File: config.mk
export PLATFORM = sky130hd
export DESIGN_NAME = spi_host_controller
export DESIGN_NICKNAME = d
export VERILOG_FILES = /design/src/rtl/spi_host_controller.sv
export SDC_FILE = /design/constraint.sdc
export NUM_CORES = 1
export LEC_CHECK = 0
export ABC_CLOCK_PERIOD_IN_PS = 8050
export BUFFER_PORTS_ARGS = -buffer_cell sky130_fd_sc_hd__buf_2
export CAP_MARGIN = 20
export CORE_AREA = 3 3 160 115
export DETAILED_ROUTE_END_ITERATION = 7
export DIE_AREA = 0 0 163 118
export PLACE_DENSITY = 0.71
export REMOVE_ABC_BUFFERS = 1
export SYNTH_ARGS = -nofsm -noshare
export SYNTH_HDL_FRONTEND = slang
export SYNTH_SLANG_ARGS = --single-unit
File: constraint.sdc
create_clock -name CLK -period 8.05 [get_ports CLK]
set_input_delay 0.4025 -clock CLK [delete_from_list [all_inputs] [get_ports CLK]]
set_output_delay 0.4025 -clock CLK [all_outputs]
set_load 0.05 [all_outputs]
File: src/rtl/spi_host_controller.sv
// spi_host_controller: mode-0, MSB-first SPI initiator, one word per CS frame.
// Define SPI_HOST_BURST_EN to allow back-to-back words inside one CS frame.
module spi_host_controller #(
   parameter int WORD_W   = 64,
   parameter int CLK_DIV  = 4,
   parameter int CS_SETUP = 2,
   parameter int CS_HOLD  = 2,
   parameter int CS_IDLE  = 2
) (
   input  logic              CLK,
   input  logic              resetn,
   input  logic [WORD_W-1:0] tx_data,
   input  logic              tx_valid,
   output logic              tx_ready,
   output logic [WORD_W-1:0] rx_data,
   output logic              rx_valid,
   output logic              busy,
   output logic              SCK,
   output logic              CS,
   output logic              COPI,
   input  logic              CIPO
);
`ifdef SPI_HOST_BURST_EN
   localparam bit BURST = 1'b1;
`else
   localparam bit BURST = 1'b0;
`endif
   localparam int HW   = $clog2(CLK_DIV + 1);
   localparam int BW   = $clog2(WORD_W + 1);
   localparam int WMAX = CS_SETUP > CS_HOLD ? (CS_SETUP > CS_IDLE ? CS_SETUP : CS_IDLE)
                                            : (CS_HOLD > CS_IDLE ? CS_HOLD : CS_IDLE);
   localparam int WW   = $clog2(WMAX + 1);

   typedef enum logic [2:0] {IDLE, SETUP, XFER, HOLD, GAP} state_t;

   state_t            state, state_n;
   logic [HW-1:0]     hcnt;
   logic [BW-1:0]     bcnt;
   logic [WW-1:0]     wcnt;
   logic [WORD_W-1:0] tx_sr, rx_sr;
   logic              accept, half_end, hold_last, sample, shift, done, cs_d, sck_d;

   assign hold_last = state == HOLD && wcnt == WW'(CS_HOLD - 1);
   assign tx_ready  = state == IDLE || (BURST && hold_last);
   assign busy      = state != IDLE;
   assign accept    = tx_valid && tx_ready;
   assign half_end  = state == XFER && hcnt == HW'(CLK_DIV - 1);
   // COPI is the top of the tx shift register, so it is flop-driven
   assign COPI      = tx_sr[WORD_W-1];

   always_ff @(posedge CLK) begin
      if (!resetn) begin
         state    <= IDLE;
         hcnt     <= '0;
         bcnt     <= '0;
         wcnt     <= '0;
         tx_sr    <= '0;
         rx_sr    <= '0;
         rx_data  <= '0;
         rx_valid <= 1'b0;
         CS       <= 1'b1;
         SCK      <= 1'b0;
      end else begin
         state    <= state_n;
         wcnt     <= state_n != state || state inside {IDLE, XFER} ? '0 : wcnt + 1'b1;
         hcnt     <= state != XFER || half_end ? '0 : hcnt + 1'b1;
         bcnt     <= state_n != state ? '0 : bcnt + BW'(shift);
         tx_sr    <= accept ? tx_data : shift ? {tx_sr[WORD_W-2:0], 1'b0} : done ? '0 : tx_sr;
         rx_sr    <= sample ? {rx_sr[WORD_W-2:0], CIPO} : rx_sr;
         rx_data  <= done ? rx_sr : rx_data;
         rx_valid <= done;
         CS       <= cs_d;
         SCK      <= sck_d;
      end
   end

   always_comb begin
      state_n = state;
      case (state)
         IDLE:    if (accept) state_n = SETUP;
         SETUP:   if (wcnt == WW'(CS_SETUP - 1)) state_n = XFER;
         XFER:    if (half_end && SCK && bcnt == BW'(WORD_W - 1)) state_n = HOLD;
         HOLD:    if (hold_last) state_n = accept ? SETUP : GAP;
         GAP:     if (wcnt == WW'(CS_IDLE - 1)) state_n = IDLE;
         default: state_n = IDLE;
      endcase
   end

   // Pin values are computed for the next state and registered
   always_comb begin
      sample = half_end && !SCK;
      shift  = half_end && SCK && state_n == XFER;
      done   = state == HOLD && state_n != HOLD;
      cs_d   = state_n == IDLE || state_n == GAP;
      sck_d  = state_n == XFER && (half_end ? !SCK : SCK);
   end
endmodule

==> flow_summary.ini <==
[outcome]
status = complete, no violations

[worst_setup_path]
slowest_stage = or3_2
cp_max_fo = 66
cp_common_cell = ha_1
cp.required_ps = 8450
cp-start-kind = flop
r2r_cells = 15
critPathArrivalTime_ps = 4230
crit_chain = nor2_1, and3_1, ha_1, nand4b_1, or3_2, buf_4, nand2_4, buf_16, inv_1, ha_1, ha_1, inv_1, nor2_1, xnor2_1, a211oi_1
critPathKind = reg2reg
cp-end-kind = flop
cpPeakStageDelay_ps = 480

[final_layout]
drive_above_1_share = 0.252
final_cell_mix = dfxtp_1, buf_2, nor2_1, nand2_1, a21oi_1
finalNonFillerCells = 1215
synthToLayoutAreaGrowth_pct = 16.9
layout_commonest_cell = dfxtp_1
final_nets = 1044

[global_route]
antenna_found_initial = 1
grt_use_met2 = 0.270
top_usage_layer = met1
grt_pass1_wl_microns = 30900
gr-usage-met1 = 0.285
groute.usage.overall = 0.188
grt_overflow = 0
grt_start_max_net_pins = 129
gr-usage-met3 = 0.0419
grt_pass1_vias = 6129

[timing]
finalSetupTns_ps = 0
rsz0062_at_grt = no
fmaxAchievable_mhz = 261
skew_ps = 15.5
setup_viol = 0
fin_crit_ps = 3830
slew_headroom = 0.327
fin_hold_ws_ps = 164
slew_viol_final = 0
timing_hold_violations_final = 0
tightest_slew_ps = 1010
fin_crit_sh = 0.476

[power_and_ir_drop]
power_density_nw_per_um2 = 220
p_sw_frac = 0.235
total_power_mw = 2.19
clkPwrFrac = 0.424
pwr-share-seq = 0.497
power.leakage_nw = 3.56
p_int_mw = 1.67
p_sw_uw = 513
p_comb_frac = 0.079
peakVddDrop_v = 0.000130

[detailed_routing]
wl_per_cell_microns = 15.7
vias = 6713
viasPerCell = 5.53
dr.pass1.iters = 5
drt-total-wl_microns = 19100
route.detailed.drc = 0
antenna_left = 0
dr.first_iter.drc_count = 772

[place]
gp_congestion = 0.858
placed_cells = 1174
place_hpwl_microns = 10900
numPortBuffers = 137

[worst_hold_path]
min_path_type = in2reg
min_path_cells = 3

[synth]
ys.flop_type = dfxtp_1
avgSynthCellArea_sq_um = 9.60
synthCells = 884
postSynth.asyncResetShare = 0
synth_warnings = 0
synth_seq_area_share = 0.495
ys_ff_latch = 210
syn_area_sq_um = 8490
yosys.cell_types.count = 36
yosys.area.top_type = dfxtp_1
synth_edf_count = 0
synth_top_area_share = 0.495
synthTopCellsByArea = dfxtp_1, a221oi_2, mux2i_1

[floorplan]
initial_utilization = 0.499
core_region_area_sq_um = 17000
io_pins = 138
dieWidth_microns = 163
die_area_sq_um = 19200
rows = 40
die_h_microns = 118

[run]
drv_cap = 0

[clock_tree]
cts_buffer_depth = 3
postCtsHoldBufs = 0
h-tree-depth = 1
cts.clk_slew.worst_paths_ps = 60
root_buffer = clkbuf_16
cts_tree = yes
cts-buffers-inserted = 21
post_cts_buffers = 0
post_cts_resized = 0
clock_sinks = 210
insertion_delay_ps = 490
-- synthesized netlist by cell type, types with 2 or more instances --
| cell | count |
|---|---|
| a211oi_1 | 6 |
| a21o_1 | 2 |
| inv_1 | 7 |
| xnor2_1 | 3 |
| a21oi_1 | 71 |
| xor2_1 | 2 |
| clkbuf_1 | 53 |
| buf_2 | 16 |
| mux2i_1 | 64 |
| a221oi_2 | 59 |
| a32oi_1 | 63 |
| nand2_1 | 136 |
| or3_1 | 3 |
| o21ai_1 | 2 |
| nor2_1 | 136 |
| nand2b_1 | 3 |
| nor3_1 | 5 |
| ha_1 | 7 |
| dfxtp_1 | 210 |
| buf_6 | 7 |
| buf_1 | 8 |
| nand4_1 | 2 |
| nand3_1 | 3 |
| a221oi_1 | 4 |
-- state kept, by name (all words and copies together) (netlist names) --
| signal | flops |
|---|---|
| tx_sr | 64 |
| state | 3 |
| rx_valid | 1 |
| hcnt | 3 |
| rx_data | 64 |
| CS | 1 |
| SCK | 1 |
| bcnt | 7 |
| wcnt | 2 |
| rx_sr | 64 |
-- worst paths after layout --
check / from / endpoint / slack [ps]
worst max register to register: state[2] / bcnt[6] / 4220
worst min-delay path: CIPO / rx_sr[0] / 160
worst min register to register: wcnt[0] / wcnt[0] / 430
worst max-delay path: state[2] / bcnt[6] / 4220
-- power groups by stage --
stage	Combinational, mW	Clock, mW	Sequential [mW]
floorplan	0.124	0	1.11
global placement	0.169	0	1.11
detailed placement	0.170	0	1.11
CTS	0.170	0.953	1.09
global route	0.190	1.00	1.09
finish	0.172	0.926	1.09
-- routing by layer --
metal | vias to the layer above | share of wire | wire (microns)
met4 | 0 | 0.020 | 376
met5 | - | 0 | 0
li1 | 3348 | - | -
met3 | 26 | 0.066 | 1270
met2 | 177 | 0.43 | 8170
met1 | 3162 | 0.49 | 9270
-- layout make-up --
| type | instances | area, sq um |
|---|---|---|
| Timing Repair Buffer | 146 | 806 |
| Multi-Input combinational cell | 582 | 3920 |
| Clock inverter | 5 | 32.5 |
| Inverter | 8 | 35.0 |
| Antenna cell | 1 | 2.50 |
| Fill cell | 1524 | 7100 |
| Tap cell | 231 | 289 |
| Clock buffer | 32 | 627 |
| Sequential cell | 210 | 4200 |
-- per-stage QoR --
step                      cell area [sq um]  utilization  setup slack (ps)
after CTS                              9840        0.578              3910
after global placement                 9180        0.539              4080
after floorplan                        8100            -               965
after detailed placement               9180        0.539              3940
after global routing                   9920        0.583              3950
final                                  9920        0.583              4220
-- logic make-up after synthesis --
logic type | Yosys count | synth area share
adder cells (fa/ha/maj) | 7 | 0.0103
flip-flops | 210 | 0.495
multiplexers | 64 | 0.0755
AO/OA/AOI/OAI | 210 | 0.226
XOR/XNOR | 5 | 0.00516
AND/OR/NAND/NOR | 296 | 0.138
buffers and inverters | 92 | 0.0492
-- critical path: cells and delay by family (launching register included) --
family                   cells  cell delay (ps)
adder cells (fa/ha/maj)      3              650
AO/OA/AOI/OAI                1              160
buffers and inverters        4              840
XOR/XNOR                     1              120
flip-flops                   1              440
AND/OR/NAND/NOR              6             1480
No activity file was read; power rests on OpenSTA's default activity.
